--- src/rtl/serial_sub_ctrl.sv ---
// serial_sub_ctrl: bit-serial unsigned subtractor driving one full-subtractor cell LSB-first.
module serial_sub_ctrl #(
  parameter int WIDTH = 8
) (
  input  logic             clk,
  input  logic             rst_n,
  input  logic             in_valid,
  output logic             in_ready,
  input  logic [WIDTH-1:0] a,
  input  logic [WIDTH-1:0] b,
  output logic             out_valid,
  input  logic             out_ready,
  output logic [WIDTH-1:0] diff,
  output logic             borrow,
  output logic             zero
);
  localparam int CW = $clog2(WIDTH);
  typedef enum logic [1:0] {IDLE, RUN, DONE} state_t;
  state_t           state_q;
  logic [WIDTH-1:0] a_q, b_q, res_q, res_d, diff_q;
  logic [CW-1:0]    cnt_q;
  logic             brw_q, brw_d, d_bit, borrow_q, zero_q;
  assign d_bit = a_q[0] ^ b_q[0] ^ brw_q;
  assign brw_d = (~a_q[0] & b_q[0]) | (~a_q[0] & brw_q) | (b_q[0] & brw_q);
  assign res_d = {d_bit, res_q[WIDTH-1:1]};
  assign in_ready  = state_q == IDLE;
  assign out_valid = state_q == DONE;
  assign diff      = diff_q;
  assign borrow    = borrow_q;
  assign zero      = zero_q;
  // Result outputs are captured once on entry to DONE so they never ripple during RUN.
  always_ff @(posedge clk or negedge rst_n) begin
    if (!rst_n) begin
      state_q  <= IDLE;
      a_q      <= '0;
      b_q      <= '0;
      res_q    <= '0;
      brw_q    <= 1'b0;
      cnt_q    <= '0;
      diff_q   <= '0;
      borrow_q <= 1'b0;
      zero_q   <= 1'b0;
    end else begin
      case (state_q)
        IDLE: if (in_valid) begin
          a_q     <= a;
          b_q     <= b;
          brw_q   <= 1'b0;
          cnt_q   <= '0;
          state_q <= RUN;
        end
        RUN: begin
          res_q <= res_d;
          brw_q <= brw_d;
          a_q   <= a_q >> 1;
          b_q   <= b_q >> 1;
          cnt_q <= cnt_q + CW'(1);
          if (cnt_q == CW'(WIDTH - 1)) begin
            state_q  <= DONE;
            diff_q   <= res_d;
            borrow_q <= brw_d;
            zero_q   <= ~|res_d;
          end
        end
        DONE: if (out_ready) state_q <= IDLE;
        default: state_q <= IDLE;
      endcase
    end
  end
endmodule

--- config.mk ---
export PLATFORM = sky130hd
export DESIGN_NAME = serial_sub_ctrl
export DESIGN_NICKNAME = d
export VERILOG_FILES = /design/src/rtl/serial_sub_ctrl.sv
export SDC_FILE = /design/constraint.sdc
export NUM_CORES = 1
export LEC_CHECK = 0
export ABC_AREA = 1
export ABC_CLOCK_PERIOD_IN_PS = 1900
export BUFFER_PORTS_ARGS = -buffer_cell sky130_fd_sc_hd__buf_2
export CORE_ASPECT_RATIO = 0.9
export CORE_UTILIZATION = 55
export DETAILED_ROUTE_END_ITERATION = 7
export GPL_TIMING_DRIVEN = 0
export PLACE_DENSITY = 0.76
export SETUP_SLACK_MARGIN = 0.15
export SYNTH_ARGS = -nofsm -noshare
export SYNTH_HDL_FRONTEND = slang
export SYNTH_SLANG_ARGS = --single-unit
--- constraint.sdc ---
create_clock -name clk -period 1.9 [get_ports clk]
set_clock_uncertainty 0.2 [all_clocks]
set_input_delay 0.38 -clock clk [delete_from_list [all_inputs] [get_ports clk]]
set_output_delay 0.38 -clock clk [all_outputs]
set_load 0.005 [all_outputs]
# Yosys cells after proc, flatten, opt, wreduce, memory -nomap -nowiden
# Index checks and enable logic that the tools add are counted.
# totals
register_bits	40
output_inout_bits	12
# op_classes
add_sub_neg	1
n_mux	12
reduce_logical	7
bitwise	8
eq_ne	6
# ops
op	n
8-bit case mux with 2 select lines	2
8-bit 2-to-1 mux	2
8-bit OR reduction	1
2-bit 2-to-1 mux	3
2-bit case mux with 3 select lines	1
3-bit case mux with 2 select lines	1
2-bit inequality test, second input constant	2
2-bit AND reduction	2
3-bit by 1-bit adder with 3-bit output, second input constant	1
1-bit AND	3
3-bit == test, second input constant	1
3-bit 2-to-1 mux	1
3-bit AND reduction	1
2-bit by 1-bit == test with 1-bit output, second input constant	1
2-bit == test, second input constant	1
2-bit logical NOT	1
2-bit by 1-bit inequality test with 1-bit output, second input constant	1
1-bit bitwise OR	2
1-bit case mux with 2 select lines	1
2-bit nonzero test	1
1-bit XOR	2
1-bit logical NOT	1
1-bit 2-to-1 mux	1
1-bit inverter	1

# Longest topological paths before layout
# Gate-level depths: netlist of the first run.
# logic_depth
ltp_word	5
mapped_depth	7
mapped_depth_nobuf	6

# Worst setup path after synthesis of the first run
# OpenSTA, ideal clock, no wires.
# synth_path
kind	reg2reg
from	reg cnt_q[0]
to	reg state_q[1]
arrival_ps	1153
n_path_buf	1
stages_incl_launch_ff	6
path_slack_ps	418
setup_ps	128
cell_sequence	dfrtp_1 > ha_1 > ha_1 > nand3_4 > buf_2 > o31ai_1
# synth_via
elab_chain_cells	3
# synth_rtl
element	line_no	source
from (decl)	21	logic [CW-1:0] cnt_q;
from (signal assigned)	57	cnt_q <= cnt_q + CW'(1);
3-bit == test	58	if (cnt_q == CW'(WIDTH - 1)) begin
2-bit inequality test (no source line)	n/a	
3-bit AND reduction (no source line)	n/a	
to (signal assigned)	59	state_q <= DONE;
to (signal assigned)	65	DONE: if (out_ready) state_q <= IDLE;
to (signal assigned)	66	default: state_q <= IDLE;
to (decl)	19	state_t state_q;
# No other way between the ends.
# A chain may end at the register's enable or synchronous reset.

# Worst setup path in the final report of the first run
# layout_path
from	reg state_q[0]
to	out in_ready
# layout_via
elab_chain_cells	1
# layout_rtl
element	line_no	source
from (signal assigned)	34	state_q <= IDLE;
from (signal assigned)	50	state_q <= RUN;
from (signal assigned)	59	
2-bit logical NOT	26	assign in_ready = state_q == IDLE;
to (decl)	8	output logic in_ready,
# No other way between the ends.

==> results.toml, run 1 <==
[outcome]
status = "complete, but fails checks"
violations = "negative hold slack"

[grt]
track_usage = 0.207
grt_max_degree = 40
grt_pass1_vias = 1301
overflow = 0
antenna_found_initial = 0
grt_pass1_wl_microns = 5640

[sta]
fin_crit_ns = 1.70
maxSlewViolCount = 0
hold_violations = 6
finalHoldWorstSlack_ns = -0.00981
worst_pin_slew_ns = 0.847
setup_tns_ns = 0
max_freq_mhz = 590
grt_setup_unrepaired = "no"
setup_viol = 0
min_period_over_period = 0.892
relSlewSlack = 0.435

[clock_tree]
post_cts_resize_count = 0
ctsHtreeMaxLevel = 2
numCtsBuffers = 5
post-cts-setup-buffers = 0
clock_latency_ns = 0.29
cts_hold_buf = 0
path_clk_slew_ns = 0.07
cts.sinks = 39
cts_root_buf = "clkbuf_8"
clockBufferDepth = 2
cts_tree = "done"

[die]
row_count = 19
ios = 32
die_height_microns = 57.2
dieWidth_microns = 63.3
core_area_sq_mm = 0.00314
start_util = 0.593
die-area_sq_mm = 0.00362

[power]
internal_power_w = 0.00206
leakagePower_nw = 1.19
powerDensity_mw_per_mm2 = 1540
power.share.clock = 0.168
switching_share = 0.378
combPwrFrac = 0.411
seq_power_share = 0.421
power_switching_w = 0.00126
vdd_drop_max_mv = 1.06

[worst_setup_path]
critPathLaunchType = "flop"
worstPathMaxFanout = 9
cp_data_arrival_time_ns = 1.12
endpoint_kind = "output port"
crit_type = "reg2out"
required_ns = 1.32

[drt]
drc = 0
drt-vias-per-instance = 4.68
routedWlPerCell_microns = 11.1
ant_nets = 0
dr.pass1.iters = 4
wirelength_microns = 3280
drtIter0Drc = 87
vias = 1386

[placement]
io_buffers = 31
place_hpwl_microns = 2320
place_congestion = 0.733

[logic_synthesis]
synth_area_leaders = "dfrtp_1 52%, nand2_1 17%, inv_1 4.4%, nand3_1 4.3%, or2_0 3.4%"
ys.flop_type = "dfrtp_1"
synthTopCellsByCount = "85 x nand2_1, 39 x dfrtp_1, 22 x inv_1"
netlist_instances = 216
async_flop_share = 1.00
synth_top_area_cell = "dfrtp_1"
synth.most_common_cell = "nand2_1"
synth_edf_count = 0
syn_avg_cell_area_sq_um = 8.61
synth-seq-area-share = 0.525
synth-warning-count = 0
synth_fp_nets = 239
synth_top_area_share = 0.525
synth.distinct_cells = 24
syn-cell-area_sq_mm = 0.00186
synth_seq_cells = 39

[cells_and_area]
fin_nets = 277
synthToLayoutAreaGrowth_pct = 15.9
diodes = 0
layout-drive-gt1-share = 0.220
final_util = 0.687

[run]
cap_viol_max_count = 0

[worst_hold_path]
hold_path.class = "in2async"
==> cell families (layout without fill, tap and decap cells) <==
| family | after synthesis | in the layout | synth area share |
|---|---|---|---|
| compound gates | 14 | 14 | 0.0410 |
| fa+ha+maj | 3 | 3 | 0.0242 |
| buf+inv | 33 | 71 | 0.0982 |
| flops | 39 | 39 | 0.525 |
| simple gates | 127 | 127 | 0.312 |
==> per-layer routing <==
| layer | global-route usage | part of all wire | up-vias | wire length [microns] |
|---|---|---|---|---|
| met4 | 0.0779 | 0.015 | 0 | 48 |
| met2 | 0.332 | 0.44 | 28 | 1430 |
| met5 | 0 | 0 | - | 0 |
| met3 | 0.0500 | 0.037 | 7 | 120 |
| li1 | - | - | 728 | - |
| met1 | 0.275 | 0.51 | 623 | 1680 |
==> metrics by stage <==
step / std cells / hold WS (ns) / area, sq um / setup WS [ns] / total power (W)
CTS: 296 / 0.0273 / 2160 / 0.197 / 0.00336
detailed placement: 289 / 0.259 / 2070 / 0.270 / 0.00279
global placement: 289 / 0.256 / 2070 / 0.318 / 0.00275
floorplan: 216 / -0.116 / 1860 / 0.418 / 0.00242
finish: 296 / -0.00981 / 2160 / 0.205 / 0.00332
global route: 296 / 0.0636 / 2160 / 0.156 / 0.00362
==> final timing paths <==
check,start,to,slack [ns],cells after the start
worst max-delay path,state_q[0],in_ready,0.20,3
min in group clk,out_ready,state_q[1],0.07,2
worst min register to register,b_q[1],b_q[1],0.27,2
max in group asynchronous,rst_n,diff[2],0.97,1
worst min-delay path,rst_n,a_q[3],-0.01,1
worst max register to register,cnt_q[0],state_q[1],0.28,5
==> layout make-up <==
class	instances	area (sq um)
Clock inverter	1	5.00
Multi-Input combinational cell	144	702
Clock buffer	6	82.6
Fill cell	292	982
Buffer	7	72.6
Timing Repair Buffer	31	155
Sequential cell	39	976
Inverter	26	110
Tap cell	42	52.6
==> power by group through the flow <==
stage	combinational [W]	sequential (W)	clock [W]
floorplan	0.00103	0.00138	0
CTS	0.00139	0.00140	0.000568
global placement	0.00135	0.00140	0
detailed placement	0.00138	0.00141	0
finish	0.00137	0.00140	0.000557
global route	0.00158	0.00144	0.000603
==> flip-flops by register name, indices dropped and copies added (netlist names) <==
name and cells:
a_q 8, b_q 8, diff 8, res_q 7, cnt_q 3, state_q 2, borrow 1, brw_q 1
zero 1
==> cells in the final DEF, fill, tap and decap left out, drive strengths merged <==
cell type	count
nand3	17
o21ai	11
buf	38
a21oi	2
nor2	10
or2	12
clkbuf	6
o31ai	1
ha	2
inv	26
dfrtp	39
clkinv	1
nand2	88
fa	1
==> critical path, stage by stage, from the launching register on <==
cell and delay [ns]:
dfrtp_1 0.37, buf_6 0.15, nor2_1 0.16, buf_2 0.14
No activity file was read; power rests on OpenSTA's default activity.
==> run 2: changes to the inputs <==
--- a/config.mk
+++ b/config.mk
@@ -7,13 +7,15 @@
 export LEC_CHECK = 0
 export ABC_AREA = 1
 export ABC_CLOCK_PERIOD_IN_PS = 1900
-export BUFFER_PORTS_ARGS = -buffer_cell sky130_fd_sc_hd__buf_2
 export CORE_ASPECT_RATIO = 0.9
-export CORE_UTILIZATION = 55
+export CORE_UTILIZATION = 61
+export CTS_BUF_LIST = sky130_fd_sc_hd__clkbuf_16
 export DETAILED_ROUTE_END_ITERATION = 7
+export DONT_BUFFER_PORTS = 1
 export GPL_TIMING_DRIVEN = 0
-export PLACE_DENSITY = 0.76
+export PLACE_DENSITY = 0.75
 export SETUP_SLACK_MARGIN = 0.15
+export SLEW_MARGIN = 30
 export SYNTH_ARGS = -nofsm -noshare
 export SYNTH_HDL_FRONTEND = slang
 export SYNTH_SLANG_ARGS = --single-unit
==> results.toml, run 2 (synthesis results as in run 1) <==
[outcome]
status = "finished, final reports clean"

[drt]
drc = 0
wirelength_microns = 3500
drtIter0Drc = 75
ant_nets = 0
routedWlPerCell_microns = 13.1
dr.pass1.iters = 6
vias = 1373
drt-vias-per-instance = 5.14

[clock_tree]
clock_latency_ns = 0.28
numCtsBuffers = 5
path_clk_slew_ns = 0.05
cts_root_buf = "clkbuf_16"
clockBufferDepth = 2
post_cts_resize_count = 0
cts.sinks = 39
cts_tree = "done"
post-cts-setup-buffers = 0
ctsHtreeMaxLevel = 2

[placement]
place_congestion = 0.765
place_ws_ns = 0.251
place_hpwl_microns = 2420
io_buffers = 0

[grt]
grt_pass1_wl_microns = 5820
grt_max_degree = 40
track_usage = 0.254
grt_pass1_vias = 1312
overflow = 0
antenna_found_initial = 0

[power]
seq_power_share = 0.409
combPwrFrac = 0.372
power_switching_w = 0.00130
switching_share = 0.371
power.share.clock = 0.219
leakagePower_nw = 1.10
powerDensity_mw_per_mm2 = 1670
total_power_w = 0.00349
internal_power_w = 0.00220
vdd_drop_max_mv = 0.954

[run]
cap_viol_max_count = 0

[sta]
relSlewSlack = 0.850
grt_setup_unrepaired = "no"
min_period_over_period = 0.871
setup_tns_ns = 0
setup_slack_ns = 0.245
hold_violations = 0
maxSlewViolCount = 0
fin_crit_ns = 1.66
setup_viol = 0
max_freq_mhz = 604
worst_pin_slew_ns = 0.223
finalHoldWorstSlack_ns = 0.0596

[worst_setup_path]
cp_common_cell = "ha_1"
regToRegSetupSlack_ns = 0.24
worstPathMaxFanout = 10
max_stage_delay_ns = 0.39
critPathLaunchType = "flop"
required_ns = 1.85
endpoint_kind = "flop"
crit_slowest_cell = "dfrtp_1"
cp_data_arrival_time_ns = 1.61
crit_type = "reg2reg"
crit_chain = "ha_1, ha_1, nand3_4, buf_2, o31ai_1"

[die]
row_count = 18
die_height_microns = 54.4
start_util = 0.661
die-area_sq_mm = 0.00328
dieWidth_microns = 60.2
core_area_sq_mm = 0.00282
ios = 32

[cells_and_area]
fin_nets = 249
layout-drive-gt1-share = 0.106
fillers = 220
final_cell_mix = "85 x nand2_1, 39 x dfrtp_1, 23 x inv_1"
final_common_cell = "nand2_1"
synthToLayoutAreaGrowth_pct = 12.2
diodes = 0

[worst_hold_path]
hold_path.class = "in2reg"
run 2: cell count changes in the layout (fill, tap and decap cells not counted), sizes merged:
| cell | before | now |
|---|---|---|
| clkinv | 1 | 2 |
| buf | 38 | 8 |
| dlygate4sd3 | 0 | 2 |
| inv | 26 | 27 |
| clkbuf | 6 | 5 |
run 2: metrics by stage:
stage	utilization	cell area, sq um	instances
after floorplan	-	1860	216
after global placement	0.679	1910	256
after detailed placement	0.679	1910	256
after CTS	0.738	2080	266
after global routing	0.741	2090	267
final	0.741	2090	267
run 2: path summary, 6_finish.rpt:
kind | startpoint | endpoint | cells after the start
min | in_valid | b_q[7] | 2
min in group asynchronous | rst_n | a_q[1] | 2
max in group asynchronous | rst_n | a_q[7] | 2
min reg2reg | a_q[3] | a_q[3] | 2
max | cnt_q[0] | state_q[1] | 5
max reg2reg | cnt_q[0] | state_q[1] | 5
run 2: what timing repair did:
item / CTS / global route
hold endpoints to repair: 39 / 1
hold buffers: 2 / 1
endpoints found under the setup margin: 0 / 0
run 2: per-layer routing:
metal | up-vias | track usage | routed length (microns)
met5 | - | 0 | 0
met2 | 42 | 0.386 | 1710
li1 | 675 | - | -
met3 | 4 | 0.0922 | 169
met4 | 0 | 0.0465 | 21
met1 | 652 | 0.353 | 1590
run 2: area by class of cell:
class,instances,area (sq um),area share
Buffer,7,72.6,0.0348
Clock inverter,3,11.3,0.00540
Multi-Input combinational cell,144,702,0.336
Inverter,26,110,0.0528
Clock buffer,5,125,0.0600
Sequential cell,39,976,0.468
Tap cell,40,50.0,0.0240
Timing Repair Buffer,3,40.0,0.0192
run 2: power by group through the flow:
stage / Clock, W / Sequential (W) / Combinational, W
after CTS: 0.000771 / 0.00143 / 0.00131
after global routing: 0.000822 / 0.00148 / 0.00151
after detailed placement: 0 / 0.00144 / 0.00126
after floorplan: 0 / 0.00138 / 0.00103
after global placement: 0 / 0.00143 / 0.00119
final: 0.000764 / 0.00143 / 0.00130
run 2: critical path, delay by kind of cell, from the launching register on:
kind	cells	cell delay, ns
AOI/OAI and AO/OA	1	0.10
adders and majority gates	2	0.45
buffers and inverters	1	0.24
DFF	1	0.39
and+or+nand+nor	1	0.14
==> run 3: changes to the inputs <==
--- a/config.mk
+++ b/config.mk
@@ -5,7 +5,6 @@
 export SDC_FILE = /design/constraint.sdc
 export NUM_CORES = 1
 export LEC_CHECK = 0
-export ABC_AREA = 1
 export ABC_CLOCK_PERIOD_IN_PS = 1900
 export CORE_ASPECT_RATIO = 0.9
 export CORE_UTILIZATION = 61
==> results.toml, run 3 <==
[outcome]
status = "finished, final reports clean"

[cells_and_area]
final_common_cell = "nand2_1"
final_cell_mix = "39 x nand2_1, 38 x dfrtp_1, 13 x o21ai_1"
fin_nets = 198
finalInstanceArea_sq_mm = 0.00209
synthToLayoutAreaGrowth_pct = 19.2
diodes = 0
layout-drive-gt1-share = 0.222

[worst_setup_path]
cp_data_arrival_time_ns = 1.17
endpoint_kind = "output port"
r2r_end = "zero"
cp_common_cell = "buf_4"
regToRegSetupSlack_ns = 0.20
crit_chain = "buf_4, buf_4, nor2_2"
crit_end = "in_ready"
r2r-start = "brw_q"
crit_start = "state_q[1]"
path_depth = 3
path_buf_inv = 2
max_stage_delay_ns = 0.41
crit_type = "reg2out"
crit_family = "flip-flops"
required_ns = 1.32
reg2reg_depth = 4
crit_slowest_cell = "dfrtp_2"
critPathLaunchType = "flop"
worstPathMaxFanout = 10

[clock_tree]
clock_latency_ns = 0.28
clockBufferDepth = 2
cts.sinks = 39
cts_root_buf = "clkbuf_16"
ctsHtreeMaxLevel = 2
cts_tree = "done"
numCtsBuffers = 5
path_clk_slew_ns = 0.06

[placement]
place_congestion = 0.797
placed_cell_area_sq_mm = 0.00181
place_hpwl_microns = 2340
io_buffers = 0

[die]
ios = 32
die_height_microns = 52.9
die-area_sq_mm = 0.00310
dieWidth_microns = 58.5
start_util = 0.639
core_area_sq_mm = 0.00275
row_count = 18

[drt]
wirelength_met1_microns = 1650
wirelength_microns = 3660
drt-vias-per-instance = 5.68
highest_layer = "met4"
dr.pass1.iters = 4
vias = 1227
drtIter0Drc = 76
drc = 0
wl_met3_microns = 154
routedWlPerCell_microns = 16.9
ant_nets = 0
met2_length_microns = 1810

[power]
leakagePower_nw = 1.02
total_power_w = 0.00363
power.share.clock = 0.253
seq_power_share = 0.399
vdd_drop_max_mv = 0.897
internal_power_w = 0.00244
switching_share = 0.328
powerDensity_mw_per_mm2 = 1740
power_switching_w = 0.00119
combPwrFrac = 0.348

[grt]
grt_pass1_wl_microns = 5750
grt_pass1_vias = 1195
overflow = 0
grt_max_degree = 40
track_usage = 0.266
antenna_found_initial = 0

[logic_synthesis]
ys.flop_type = "dfrtp_1"
synthTopCellsByCount = "39 x dfrtp_1, 39 x nand2_1, 12 x o21ai_1"
synth-seq-area-share = 0.556
synth_top_area_cell = "dfrtp_1"
synth_seq_cells = 39
synth-warning-count = 0
netlist_instances = 159
syn-cell-area_sq_mm = 0.00176
synth_fp_nets = 182
synth_top_area_share = 0.556
syn_avg_cell_area_sq_um = 11.0
synth_edf_count = 0
synth.distinct_cells = 27
async_flop_share = 1.00
synth_area_leaders = "dfrtp_1 56%, nand2_1 8.3%, a22oi_1 4.7%, mux2_4 4.3%, o21ai_1 3.4%"

[worst_hold_path]
hold_path.class = "in2reg"

[sta]
setup_viol = 0
relSlewSlack = 0.733
hold_violations = 0
maxSlewViolCount = 0
setup_tns_ns = 0
grt_setup_unrepaired = "yes"
worst_pin_slew_ns = 0.401
fin_crit_ns = 1.75
min_period_over_period = 0.923
max_freq_mhz = 570

[run]
cap_viol_max_count = 0
==> run 3: changes by cell type in the layout (fill, tap and decap cells not counted), sizes merged, moves of 10 or more <==
cell   change
nand2     -49
inv       -24
nand3     -17
or2       -12
a22oi     +11
o21ai     +10
==> run 3: layout make-up <==
cell class / count / area (sq um)
Sequential cell: 39 / 977
Multi-Input combinational cell: 107 / 713
Fill cell: 189 / 656
Clock buffer: 5 / 125
Buffer: 10 / 91.3
Timing Repair Buffer: 9 / 85.1
Tap cell: 40 / 50.0
Clock inverter: 3 / 38.8
Inverter: 3 / 11.3
==> run 3: cell families after synthesis <==
kind of cell,synth area share
flip-flops,0.556
AO/OA/AOI/OAI,0.150
buffers and inverters,0.0535
AND/OR/NAND/NOR,0.153
adder cells (fa/ha/maj),0.0257
multiplexers,0.0620
==> run 3: repair_timing <==
action,CTS,global route
cloned,0,0
gates resized for setup,5,6
hold endpoints to repair,40,0
buffers inserted,1,5
hold buffers,3,0
endpoints found under the setup margin,3,8
pin swaps,0,1
==> run 3: through the flow <==
step / worst slack [ns] / util / instances / hold slack, ns
3_3_place_gp: 0.164 / 0.657 / 199 / -0.115
2_1_floorplan: 0.264 / - / 159 / -0.116
4_1_cts: 0.113 / 0.741 / 211 / 0.0978
5_1_grt: 0.113 / 0.761 / 216 / 0.115
3_5_place_dp: 0.132 / 0.657 / 199 / -0.115
6_report: 0.147 / 0.761 / 216 / 0.102
==> run 3: power by group through the flow <==
stage	registers (W)	logic (W)	clock network [W]
floorplan	0.00137	0.000858	0
global placement	0.00142	0.000997	0
detailed placement	0.00145	0.00105	0
CTS	0.00144	0.00113	0.000933
global route	0.00150	0.00140	0.000966
finish	0.00145	0.00126	0.000919
==> run 3: worst min-delay path by stage <==
stage             end  slack [ns]  cells past startpoint   from
2_1_floorplan  a_q[0]       -0.12                      0  rst_n
3_3_place_gp   b_q[7]       -0.11                      0  rst_n
3_5_place_dp   b_q[7]       -0.11                      0  rst_n
4_1_cts        a_q[4]         0.1                      2   a[4]
5_1_grt        a_q[4]        0.12                      2   a[4]
6_report       a_q[4]        0.10                      2   a[4]
==> run 3: layer usage <==
metal,GRT usage,up-vias
met1,0.353,610
met4,0.0992,0
met5,0,-
li1,-,576
met3,0.0880,4
met2,0.408,37
